--- config.mk ---
export PLATFORM = sky130hd
export DESIGN_NAME = cte_yuv2rgb
export DESIGN_NICKNAME = d
export VERILOG_FILES = /design/src/rtl/cte_pkg.sv /design/src/rtl/cte_pix_fifo.sv /design/src/rtl/cte_yuv2rgb.sv
export SDC_FILE = /design/constraint.sdc
export NUM_CORES = 1
export LEC_CHECK = 0
export CAP_MARGIN = 20
export CORE_ASPECT_RATIO = 1.75
export CORE_MARGIN = 2
export CORE_UTILIZATION = 55
export CTS_CLUSTER_SIZE = 10
export DETAILED_ROUTE_END_ITERATION = 10
export HOLD_SLACK_MARGIN = 0.1
export PLACE_DENSITY_LB_ADDON = 0.12
export REMOVE_ABC_BUFFERS = 1
export SKIP_CTS_REPAIR_TIMING = 1
export SYNTH_ARGS = -nofsm -noshare
export SYNTH_HDL_FRONTEND = slang
export SYNTH_HIERARCHICAL = 1
export SYNTH_SLANG_ARGS = --single-unit
--- constraint.sdc ---
create_clock -name clk -period 8.7 [get_ports clk]
set_input_delay 1.74 -clock clk [delete_from_list [all_inputs] [get_ports clk]]
set_output_delay 1.74 -clock clk [all_outputs]
set_load 0.1 [all_outputs]
--- src/rtl/cte_pkg.sv ---
// Shared types and constants for the CTE YUV->RGB path.
//   phase_e  : position of the next byte in a U,Y0,V,Y1 group
//   K_*      : colour coefficients, round(c*256)
//   ROUND    : half-LSB added before the FRAC shift
//   clamp_u8 : saturate a shifted signed intermediate to 0..255
package cte_pkg;

    typedef enum logic [1:0] {
        P_U  = 2'd0,
        P_Y0 = 2'd1,
        P_V  = 2'd2,
        P_Y1 = 2'd3
    } phase_e;

    localparam int unsigned IW    = 19;
    localparam int unsigned PIX_W = 24;

    localparam logic signed [IW-1:0] K_RV  = IW'(359);
    localparam logic signed [IW-1:0] K_GU  = IW'(88);
    localparam logic signed [IW-1:0] K_GV  = IW'(183);
    localparam logic signed [IW-1:0] K_BU  = IW'(454);
    localparam logic signed [IW-1:0] ROUND = IW'(128);

    // Negative values saturate to 0, values above 255 to 255.
    function automatic logic [7:0] clamp_u8(input logic signed [IW-1:0] x);
        logic [7:0] res;
        if (x[IW-1])
            res = 8'd0;
        else if (x > IW'(255))
            res = 8'd255;
        else
            res = x[7:0];
        return res;
    endfunction

endpackage

--- src/rtl/cte_pix_fifo.sv ---
// Pixel FIFO with a registered head.
//   clk, rst  : clock, asynchronous active-high reset
//   i_push    : write i_din this edge
//   i_ready   : consumer takes the head when o_valid is high
//   o_valid   : head register holds a pixel
//   o_dout    : head pixel; keeps the last popped value while empty
//   o_count   : pixels held (memory plus head register)
// A pushed pixel lands in memory first and reaches the head on the
// following edge, so an empty FIFO shows a new pixel one edge after push.
module cte_pix_fifo
    import cte_pkg::*;
#(
    parameter int unsigned DEPTH = 4
) (
    input  logic                         clk,
    input  logic                         rst,
    input  logic                         i_push,
    input  logic [PIX_W-1:0]             i_din,
    input  logic                         i_ready,
    output logic                         o_valid,
    output logic [PIX_W-1:0]             o_dout,
    output logic [$clog2(DEPTH):0]       o_count
);

    localparam int unsigned AW = $clog2(DEPTH);
    localparam int unsigned CW = AW + 1;

    logic [PIX_W-1:0] r_mem [DEPTH];
    logic [AW-1:0]    r_wr;
    logic [AW-1:0]    r_rd;
    logic [CW-1:0]    r_mem_cnt;
    logic             r_valid;
    logic [PIX_W-1:0] r_dout;

    logic w_pop;
    logic w_load;

    assign w_pop  = r_valid & i_ready;
    // Refill the head whenever it is empty or being consumed this edge.
    assign w_load = (r_mem_cnt != '0) && (!r_valid || w_pop);

    // Storage array, no reset needed.
    always_ff @(posedge clk) begin
        if (i_push)
            r_mem[r_wr] <= i_din;
    end

    // Pointers, occupancy and head register.
    always_ff @(posedge clk or posedge rst) begin
        if (rst) begin
            r_wr      <= '0;
            r_rd      <= '0;
            r_mem_cnt <= '0;
            r_valid   <= 1'b0;
            r_dout    <= '0;
        end else begin
            if (i_push)
                r_wr <= r_wr + AW'(1);
            if (w_load) begin
                r_rd    <= r_rd + AW'(1);
                r_dout  <= r_mem[r_rd];
                r_valid <= 1'b1;
            end else if (w_pop) begin
                r_valid <= 1'b0;
            end
            case ({i_push, w_load})
                2'b10:   r_mem_cnt <= r_mem_cnt + CW'(1);
                2'b01:   r_mem_cnt <= r_mem_cnt - CW'(1);
                default: r_mem_cnt <= r_mem_cnt;
            endcase
        end
    end

    assign o_valid = r_valid;
    assign o_dout  = r_dout;
    assign o_count = r_mem_cnt + CW'(r_valid);

endmodule

--- src/rtl/cte_yuv2rgb.sv ---
// Inverse colour transform: 4:2:2 byte stream (U,Y0,V,Y1) to two RGB pixels.
//   clk, reset : clock, asynchronous active-high reset
//   in_en      : yuv_in valid this cycle
//   yuv_in     : stream byte (Y unsigned, U/V two's complement)
//   busy       : byte refused this cycle, source must hold it
//   out_ready  : downstream takes rgb_out
//   out_valid  : rgb_out holds a pixel
//   rgb_out    : {R,G,B}
// Stage 1 registers the products at the issuing accept edge, stage 2 sums,
// rounds and clamps into the pixel FIFO on the next edge.
module cte_yuv2rgb
    import cte_pkg::*;
#(
    parameter int unsigned DEPTH = 4,
    parameter int unsigned FRAC  = 8
) (
    input  logic             clk,
    input  logic             reset,
    input  logic             in_en,
    input  logic [7:0]       yuv_in,
    output logic             busy,
    input  logic             out_ready,
    output logic             out_valid,
    output logic [PIX_W-1:0] rgb_out
);

    localparam int unsigned CW = $clog2(DEPTH) + 1;
    localparam int unsigned OW = CW + 1;

    phase_e r_phase;
    phase_e w_phase_nxt;

    logic       w_accept;
    logic       w_issue;
    logic [7:0] r_u;
    logic [7:0] r_v;
    logic [7:0] r_y0;
    logic [7:0] w_y;
    logic [7:0] w_v;

    logic signed [IW-1:0] w_ysh;
    logic signed [IW-1:0] w_us;
    logic signed [IW-1:0] w_vs;

    logic                 r_s1_valid;
    logic signed [IW-1:0] r_s1_y;
    logic signed [IW-1:0] r_s1_rv;
    logic signed [IW-1:0] r_s1_gu;
    logic signed [IW-1:0] r_s1_gv;
    logic signed [IW-1:0] r_s1_bu;

    logic signed [IW-1:0] w_r_sum;
    logic signed [IW-1:0] w_g_sum;
    logic signed [IW-1:0] w_b_sum;
    logic signed [IW-1:0] w_r_sh;
    logic signed [IW-1:0] w_g_sh;
    logic signed [IW-1:0] w_b_sh;
    logic [PIX_W-1:0]     w_pix;

    logic [CW-1:0] w_count;
    logic [OW-1:0] w_occ;

    // Reserve room for the pixel in stage 1 so the FIFO can never overflow.
    assign w_occ    = OW'(w_count) + OW'(r_s1_valid);
    assign busy     = (w_occ >= OW'(DEPTH));
    assign w_accept = in_en & ~busy;
    assign w_issue  = w_accept && ((r_phase == P_V) || (r_phase == P_Y1));

    // Phase register.
    always_ff @(posedge clk or posedge reset) begin
        if (reset)
            r_phase <= P_U;
        else
            r_phase <= w_phase_nxt;
    end

    // Next phase: advance only on accept, wrapping after Y1.
    always_comb begin
        w_phase_nxt = r_phase;
        if (w_accept) begin
            case (r_phase)
                P_U:     w_phase_nxt = P_Y0;
                P_Y0:    w_phase_nxt = P_V;
                P_V:     w_phase_nxt = P_Y1;
                P_Y1:    w_phase_nxt = P_U;
                default: w_phase_nxt = P_U;
            endcase
        end
    end

    // Held chroma and first luma of the current group.
    always_ff @(posedge clk or posedge reset) begin
        if (reset) begin
            r_u  <= '0;
            r_v  <= '0;
            r_y0 <= '0;
        end else if (w_accept) begin
            case (r_phase)
                P_U:     r_u  <= yuv_in;
                P_Y0:    r_y0 <= yuv_in;
                P_V:     r_v  <= yuv_in;
                default: ;
            endcase
        end
    end

    // Pixel0 uses V straight off the bus; pixel1 uses the held V.
    assign w_y   = (r_phase == P_V) ? r_y0 : yuv_in;
    assign w_v   = (r_phase == P_V) ? yuv_in : r_v;
    assign w_ysh = IW'(w_y) << FRAC;
    assign w_us  = IW'($signed(r_u));
    assign w_vs  = IW'($signed(w_v));

    // Stage 1: products.
    always_ff @(posedge clk or posedge reset) begin
        if (reset) begin
            r_s1_valid <= 1'b0;
            r_s1_y     <= '0;
            r_s1_rv    <= '0;
            r_s1_gu    <= '0;
            r_s1_gv    <= '0;
            r_s1_bu    <= '0;
        end else begin
            r_s1_valid <= w_issue;
            if (w_issue) begin
                r_s1_y  <= w_ysh;
                r_s1_rv <= K_RV * w_vs;
                r_s1_gu <= K_GU * w_us;
                r_s1_gv <= K_GV * w_vs;
                r_s1_bu <= K_BU * w_us;
            end
        end
    end

    // Stage 2: sum, round, shift and clamp into the FIFO.
    assign w_r_sum = r_s1_y + r_s1_rv + ROUND;
    assign w_g_sum = r_s1_y - r_s1_gu - r_s1_gv + ROUND;
    assign w_b_sum = r_s1_y + r_s1_bu + ROUND;
    assign w_r_sh  = w_r_sum >>> FRAC;
    assign w_g_sh  = w_g_sum >>> FRAC;
    assign w_b_sh  = w_b_sum >>> FRAC;
    assign w_pix   = {clamp_u8(w_r_sh), clamp_u8(w_g_sh), clamp_u8(w_b_sh)};

    cte_pix_fifo #(
        .DEPTH (DEPTH)
    ) u_fifo (
        .clk     (clk),
        .rst     (reset),
        .i_push  (r_s1_valid),
        .i_din   (w_pix),
        .i_ready (out_ready),
        .o_valid (out_valid),
        .o_dout  (rgb_out),
        .o_count (w_count)
    );

endmodule

-- Word level (Yosys, flattened, before mapping)
Memory sizes are Yosys's and may differ from the RTL's. A register that Yosys moved wholly into a read port is not among the register bits.
Index checks and enable logic that the tools add are counted.
- input bits: 12
- logic and storage cells: 69
- flip-flop bits (word level): 115
- output and inout port bits: 26
- memories: 1
- bits in writable memories: 96
- reductions and logical operators: 11
- add/sub/neg operators: 13
- $mul: 4
- magnitude comparators: 4
- muxes and demuxes: 14
- bitwise operators: 3
- equality and inequality tests: 5
- memory list (memory ; depth ; width ; rd ports ; clocked after memory_dff ; wr ports ; line ; RTL):
    u_fifo.r_mem ; 4 ; 24 ; 1 ; 1 ; 1 ; cte_pix_fifo.sv:28 ; logic [PIX_W-1:0] r_mem [DEPTH];
- operators by type and width (kind ; count):
    two-way mux 8 bit ; 8
    adder 19 x 9 -> 19 bit, second input constant ; 3
    adder 17 x 19 -> 19 bit ; 2
    multiplier 9 x 8 -> 17 bit, first input constant ; 2
    > comparator 11 x 9 -> 1 bit, second input constant ; 3
    subtractor 17 x 19 -> 19 bit ; 1
    subtractor 19 bit ; 1
    multiplier 10 x 8 -> 18 bit, first input constant ; 1
    multiplier 5 x 8 -> 13 bit, first input constant ; 1
    one-hot mux 2 bit (4 select lines) ; 1
    == test 2 bit, second input constant ; 3
    one-hot mux 3 bit (2 select lines) ; 1
    adder 2 x 1 -> 2 bit, second input constant ; 2
    adder 3 x 1 -> 4 bit ; 1
    == test 2 x 1 -> 1 bit, second input constant ; 2
    greater-or-equal comparator 4 x 3 -> 1 bit, second input constant ; 1
    two-way mux 1 bit ; 4
    AND reduction 2 bit ; 2
    nonzero test 2 bit ; 2
    adder 3 x 1 -> 3 bit ; 1
    adder 3 x 1 -> 3 bit, second input constant ; 1
    nonzero test 3 bit ; 1
    subtractor 3 x 1 -> 3 bit, second input constant ; 1
    bitwise AND 1 bit ; 2
    5 further kinds ; 7

-- Longest topological paths before layout
Gate-level depths: netlist of the first run.
- word-level depth: 6
- mapped depth: 22
- mapped depth without buffers: 21

-- Cells and area by module
The synthesis of the first run kept the hierarchy.
- modules (own cells, without submodules) (module ; seq. area each (sq um) ; area each (sq um) ; cells each ; times used):
    cte_yuv2rgb ; 2177.1 ; 9389.0 ; 1019 ; 1
    cte_pix_fifo ; 3683.5 ; 4932.2 ; 217 ; 1

-- Worst setup path before layout of the first run
OpenSTA, ideal clock, no wires.
- kind: input to register
- from: input yuv_in[6]
- to: register r_s1_rv[16]
- path slack: 3.042 ns
- arrival time: 5.525 ns
- required time: 8.567 ns
- stages: 18
- library setup time: 0.133 ns
- cells stage by stage: mux2i_1 inv_1 ha_1 ha_1 or2_2 fa_1 inv_1 fa_1 inv_1 ha_1 and3_1 a21oi_1 a31oi_1 a211oi_1 nor2_1 nor2_1 xnor2_1 o21ai_0
- cells in the longest elaborated chain, start to end: 2
- RTL lines (item ; line ; RTL):
    start: declaration ; cte_yuv2rgb.sv:20 ; input logic [7:0] yuv_in,
    two-way mux 8 bit ; n/a ;
    net w_v[6] ; cte_yuv2rgb.sv:39 ; logic [7:0] w_v;
    multiplier 10 x 8 -> 18 bit ; cte_yuv2rgb.sv:127 ; r_s1_rv <= K_RV * w_vs;
    end signal: assignment ; cte_yuv2rgb.sv:127 ;
    end: declaration ; cte_yuv2rgb.sv:47 ; logic signed [IW-1:0] r_s1_rv;
The timed path passes the listed nets, and every way through them passes these cells.
A chain may end at the register's enable or synchronous reset.

-- Worst setup path after layout of the first run
- from: input yuv_in[0]
- to: register r_s1_gv[14]
- cells in the longest elaborated chain, start to end: 2
- RTL lines (item ; line ; RTL):
    two-way mux 8 bit ; n/a ;
    net w_v[0] ; cte_yuv2rgb.sv:39 ;
    multiplier 9 x 8 -> 17 bit ; cte_yuv2rgb.sv:129 ; r_s1_gv <= K_GV * w_vs;
    end signal: assignment ; cte_yuv2rgb.sv:129 ;
    end: declaration ; cte_yuv2rgb.sv:49 ; logic signed [IW-1:0] r_s1_gv;
The timed path passes the listed nets, and every way through them passes these cells.

==> results.sh, run 1 <==
export IMPL_worst_pin_slew_ns=0.966
export IMPL_worstPathMaxFanout=6
export IMPL_min_path_type="reg -> reg"
export IMPL_slew_violations=0
export IMPL_rows=78
export IMPL_cts_root_buf="clkbuf_16"
export IMPL_setup_tns_ns=0
export IMPL_synth_area_leaders="dfrtp_1 21%, edfxtp_1 20%, ha_1 16%, fa_1 8.2%, inv_1 4.6%"
export IMPL_hold_path_startpoint="r_s1_rv[1]$_DFFE_PP0P_"
export IMPL_postRouteWirelength_mm=29.0
export IMPL_start_util=0.556
export IMPL_grt_pass1_vias=9402
export IMPL_cp_cell_sequence="clkdlybuf4s50_1 > mux2i_1 > inv_1 > ha_1 > inv_1 > fa_1 > fa_1 > fa_1 > inv_1 > ha_1 > nor2b_1 > o21ai_1 > a21oi_1 > o311ai_1 > a21oi_1 > a21oi_1 > xnor2_1 > o21ai_1"
export IMPL_hold_viol=0
export IMPL_area_growth_pct=10.7
export IMPL_viasPerCell=5.43
export IMPL_ys_seq_area_frac=0.409
export IMPL_grt_overflow_total=0
export IMPL_synth_most_common_cell="ha_1"
export IMPL_synth_top_cell_area_share=0.208
export IMPL_worstHoldPathCells=2
export IMPL_r2r_start="r_phase[0]$_DFFE_PP0P_"
export IMPL_synthDistinctLibCells=72
export IMPL_htreeDepth=1
export IMPL_crit_required_ns=9.09
export IMPL_io_buffers=37
export IMPL_max_stage_delay_ns=0.55
export IMPL_fin_skew_ns=0.0177
export IMPL_drv_cap=0
export IMPL_cp_top_family="adder cells"
export IMPL_gp_congestion=0.910
export IMPL_synthArstFlopShare=0.553
export IMPL_core_area_um2=25800
export IMPL_max_freq_ghz=0.166
export IMPL_drcViolationCount=0
export IMPL_max_slew_margin=0.354
export IMPL_drive_gt1_frac=0.0956
export IMPL_drt_iter0_markers=326
export IMPL_hold_end="r_s1_rv[1]$_DFFE_PP0P_"
export IMPL_postRouteAntennaNets=0
export IMPL_diodes=0
export IMPL_synth_cells=1236
export IMPL_critPathKind="in -> reg"
export IMPL_die_w_um=126
export IMPL_clockBufferDepth=3
export IMPL_dr_pass1_iters=7
export IMPL_die_h_um=217
export IMPL_synth_area_um2=14300
export IMPL_ios=38
export IMPL_ys_flop_type="dfrtp_1"
export IMPL_syn_area_per_cell_um2=11.6
export IMPL_rsz0062_at_grt="false"
export IMPL_start_kind="input pin"
export IMPL_min_period_ns=6.03
export IMPL_nets=1541
export IMPL_path_buf_inv=4
export IMPL_synth_edf_count=96
export IMPL_end_kind="flip-flop"
export IMPL_die_area_um2=27400
export IMPL_antenna_found_initial=0
export IMPL_cts_tree="built"
export IMPL_vias=8837
export IMPL_nFillCells=2145
export IMPL_yosys_warnings=6
export IMPL_synth_commonest_cells="179 x ha_1, 174 x inv_1, 119 x dfrtp_1"
export IMPL_crit_slowest_cell="fa_1"
export IMPL_status="completed"
export IMPL_clk_pin_slew_worst_paths_ns=0.06
export IMPL_wl_per_cell_um=17.8
export IMPL_clk_latency_ns=0.53
export IMPL_grt_max_degree=62
export IMPL_final_period_utilization=0.693
export IMPL_numCtsBuffers=26
export IMPL_reg2reg_depth=20
export IMPL_grt_pass1_wl_mm=47.4
export IMPL_crit_arrival_ns=6.42
export IMPL_clock_sinks=215
export IMPL_r2r_slack_ns=3.22
export IMPL_post_dp_hpwl_mm=22.6
export IMPL_ys_seq_elements=215
export IMPL_timing_rr_end="r_s1_gv[14]$_DFFE_PP0P_"
export IMPL_setup_viol=0
export IMPL_gr_usage_all_layers=0.219
export IMPL_yosysTopAreaCell="dfrtp_1"
state kept, by name (all words and copies together) (netlist names):
name and count:
u_fifo/o_valid 1, r_u 8, u_fifo/r_wr 2, u_fifo/o_dout 24
r_s1_y 8, r_y0 8, r_v 8, r_s1_gv 13
r_s1_rv 15, u_fifo/r_mem_cnt 3, u_fifo/r_rd 2, r_phase 2
r_s1_bu 13, r_s1_valid 1, u_fifo/r_mem 96, r_s1_gu 11
worst register-to-register path: cells and delay by family (launching register included):
| kind | cells | cell delay [ns] |
|---|---|---|
| adder cells (fa/ha/maj) | 6 | 2.26 |
| buffers and inverters | 5 | 0.81 |
| flip-flops | 1 | 0.40 |
| multiplexers | 1 | 0.52 |
| XOR/XNOR | 1 | 0.14 |
| AO/OA/AOI/OAI | 6 | 1.06 |
| AND/OR/NAND/NOR | 1 | 0.15 |
layer usage:
metal | up-vias | wire length, um | global-route usage
li1 | 4391 | - | -
met1 | 4268 | 10800 | 0.234
met2 | 120 | 15900 | 0.418
met3 | 58 | 646 | 0.0231
met4 | 0 | 1620 | 0.116
met5 | - | 0 | 0
cells in the final DEF, fill, tap and decap left out, types with 24 or more instances in the layout:
master             n
a21oi_1           42
clkbuf_16         27
clkdlybuf4s50_1   37
dfrtp_1          119
edfxtp_1          96
fa_1              59
ha_1             179
inv_1            173
mux2_2            24
nand2_1          104
nor2_1            35
o21a_1            30
o21ai_0           81
xnor2_1           42
area by class of cell:
type                       count  area [um2]  area share
timing repair buffer          51         475      0.0300
multi-input combinational    822        7680       0.484
clock buffer                  41         738      0.0465
sequential                   215        5860       0.370
clock inverter                 3        43.8     0.00276
tap                          320         400      0.0252
inverter                     175         658      0.0415
kinds of logic (layout without fill, tap and decap cells):
kind of cell | Yosys count | count (layout) | share of synthesized area
AOI/OAI and AO/OA | 220 | 220 | 0.0966
xor gates and xnor gates | 64 | 64 | 0.0391
adders and majority gates | 238 | 238 | 0.239
buffers and inverters | 199 | 270 | 0.0556
DFF | 215 | 215 | 0.409
muxes | 84 | 84 | 0.0899
and+or+nand+nor | 216 | 216 | 0.0707
through the flow:
step | setup slack [ns] | utilization | instance area, um2 | hold WS, ns | std cells
4_1_cts | 2.65 | 0.616 | 15900 | 0.469 | 1627
2_1_floorplan | 2.67 | - | 14200 | 0.438 | 1212
6_report | 2.67 | 0.616 | 15900 | 0.466 | 1627
5_1_grt | 2.23 | 0.616 | 15900 | 0.498 | 1627
3_3_place_gp | 2.14 | 0.585 | 15100 | 0.455 | 1583
3_5_place_dp | 2.08 | 0.585 | 15100 | 0.454 | 1583
worst max path at each step:
stage	startpoint	slack, ns	to	depth (start not counted)
3_3_place_gp	yuv_in[3]	2.14	r_s1_gv[14]$_DFFE_PP0P_	18
3_5_place_dp	yuv_in[3]	2.08	r_s1_gv[14]$_DFFE_PP0P_	18
4_1_cts	yuv_in[3]	2.65	r_s1_gv[14]$_DFFE_PP0P_	18
5_1_grt	yuv_in[6]	2.23	r_s1_rv[16]$_DFFE_PP0P_	19
6_report	yuv_in[0]	2.67	r_s1_gv[14]$_DFFE_PP0P_	18
2_1_floorplan	in_en	2.67	r_s1_gv[10]$_DFFE_PP0P_	4
Power of run 1 is not shown: default switching activity piles up to over one toggle a cycle in this logic, so the estimate is an artifact.
==> inputs of run 2 (changes only) <==
Clock period 8.7 ns to 5.36 ns, I/O delays scaled along.
==> results.sh, run 2 (synthesis results as in run 1) <==
export IMPL_grt_pass1_vias=9662
export IMPL_clk_pin_slew_worst_paths_ns=0.06
export IMPL_htreeDepth=1
export IMPL_area_growth_pct=14.2
export IMPL_seq_area_um2=5860
export IMPL_cts_root_buf="clkbuf_16"
export IMPL_max_slew_margin=0.354
export IMPL_drive_gt1_frac=0.139
export IMPL_final_common_cell="ha_1"
export IMPL_gr_usage_all_layers=0.223
export IMPL_clk_latency_ns=0.52
export IMPL_dr_pass1_iters=4
export IMPL_setup_viol=0
export IMPL_rows=78
export IMPL_fin_util=0.635
export IMPL_core_area_um2=25800
export IMPL_gp_congestion=0.892
export IMPL_grt_pass1_wl_mm=48.3
export IMPL_vias=9106
export IMPL_hold_viol=0
export IMPL_post_place_ws_ns=-0.417
export IMPL_worstPathMaxFanout=3
export IMPL_crit_arrival_ns=5.41
export IMPL_largest_reg_flops=96
export IMPL_start_util=0.556
export IMPL_hold_ws_ns=0.477
export IMPL_die_w_um=126
export IMPL_critPathKind="in -> reg"
export IMPL_post_dp_hpwl_mm=23.2
export IMPL_max_freq_ghz=0.199
export IMPL_postRouteAntennaNets=0
export IMPL_nets=1604
export IMPL_wl_per_cell_um=17.3
export IMPL_cts_tree="built"
export IMPL_final_period_utilization=0.938
export IMPL_worst_pin_slew_ns=0.966
export IMPL_io_buffers=37
export IMPL_crit_required_ns=5.74
export IMPL_min_path_type="reg -> reg"
export IMPL_most_common_layout_cells="179 x ha_1, 173 x inv_1, 119 x dfrtp_1"
export IMPL_fin_skew_ns=0.0176
export IMPL_setup_ws_ns=0.330
export IMPL_min_period_ns=5.03
export IMPL_antenna_found_initial=0
export IMPL_placedCellCount=1646
export IMPL_die_area_um2=27400
export IMPL_nFillCells=2092
export IMPL_grt_overflow_total=0
export IMPL_slew_violations=0
export IMPL_drcViolationCount=0
export IMPL_fin_cells=1691
export IMPL_end_kind="flip-flop"
export IMPL_status="completed"
export IMPL_viasPerCell=5.38
export IMPL_regMostFlops="u_fifo/r_mem"
export IMPL_start_kind="input pin"
export IMPL_clock_sinks=215
export IMPL_ios=38
export IMPL_grt_max_degree=82
export IMPL_rsz0062_at_grt="false"
export IMPL_die_h_um=217
export IMPL_multi_input_area_um2=7710
export IMPL_numCtsBuffers=26
export IMPL_postRouteWirelength_mm=29.3
export IMPL_diodes=0
export IMPL_clockBufferDepth=3
export IMPL_drv_cap=0
export IMPL_drt_iter0_markers=275
run 2: cell count changes in the layout (fill, tap and decap cells not counted), sizes merged:
cell	delta
buf	+63
clkbuf	+2
clkinv	-2
clkinvlp	+2
bufinv	-1
run 2: per-stage QoR:
step                setup TNS, ns  instance area (um2)
finish                          0                16400
global route                    0                16400
CTS                             0                16300
detailed placement          -2.07                15600
global placement            -1.40                15500
floorplan                   -7.04                14200
run 2: cell type report:
cell class,count,area share
Inverter,175,0.0402
Clock buffer,43,0.0456
Timing Repair Buffer,114,0.0592
Sequential cell,215,0.358
Multi-Input combinational cell,822,0.471
Clock inverter,2,0.000918
Tap cell,320,0.0245
run 2: per-layer routing:
metal / GRT usage / up-vias / share of wire
met2: 0.436 / 101 / 0.56
met4: 0.108 / 0 / 0.051
li1: - / 4517 / -
met3: 0.0223 / 66 / 0.020
met1: 0.234 / 4422 / 0.37
met5: 0 / - / 0
run 2: path summary, 6_finish.rpt:
kind	startpoint	endpoint	cells after the start	slack, ns
min in group asynchronous	reset	u_fifo/o_dout[0]$_DFFE_PP0P_	2	0.81
hold reg to reg	r_s1_rv[1]$_DFFE_PP0P_	r_s1_rv[1]$_DFFE_PP0P_	2	0.48
hold / removal	r_s1_rv[1]$_DFFE_PP0P_	r_s1_rv[1]$_DFFE_PP0P_	2	0.48
max in group asynchronous	reset	r_s1_rv[0]$_DFFE_PP0P_	3	3.24
setup / recovery	yuv_in[4]	r_s1_gv[14]$_DFFE_PP0P_	18	0.33
setup reg to reg	r_phase[0]$_DFFE_PP0P_	r_s1_gv[15]$_DFFE_PP0P_	19	0.37
run 2: worst max-delay path, cell delays in order:
cell and delay [ns]:
clkdlybuf4s50_1 0.46, mux2i_2 0.34, inv_1 0.14, ha_1 0.24, inv_1 0.09, fa_1 0.44, fa_1 0.50, fa_1 0.55
inv_1 0.04, ha_1 0.29, nor2b_1 0.14, o21ai_1 0.16, a21oi_1 0.12, o311ai_2 0.28, a21oi_1 0.11, a21oi_1 0.21
xnor2_1 0.16, o21ai_1 0.08
Power of run 2 is left out for the same reason.
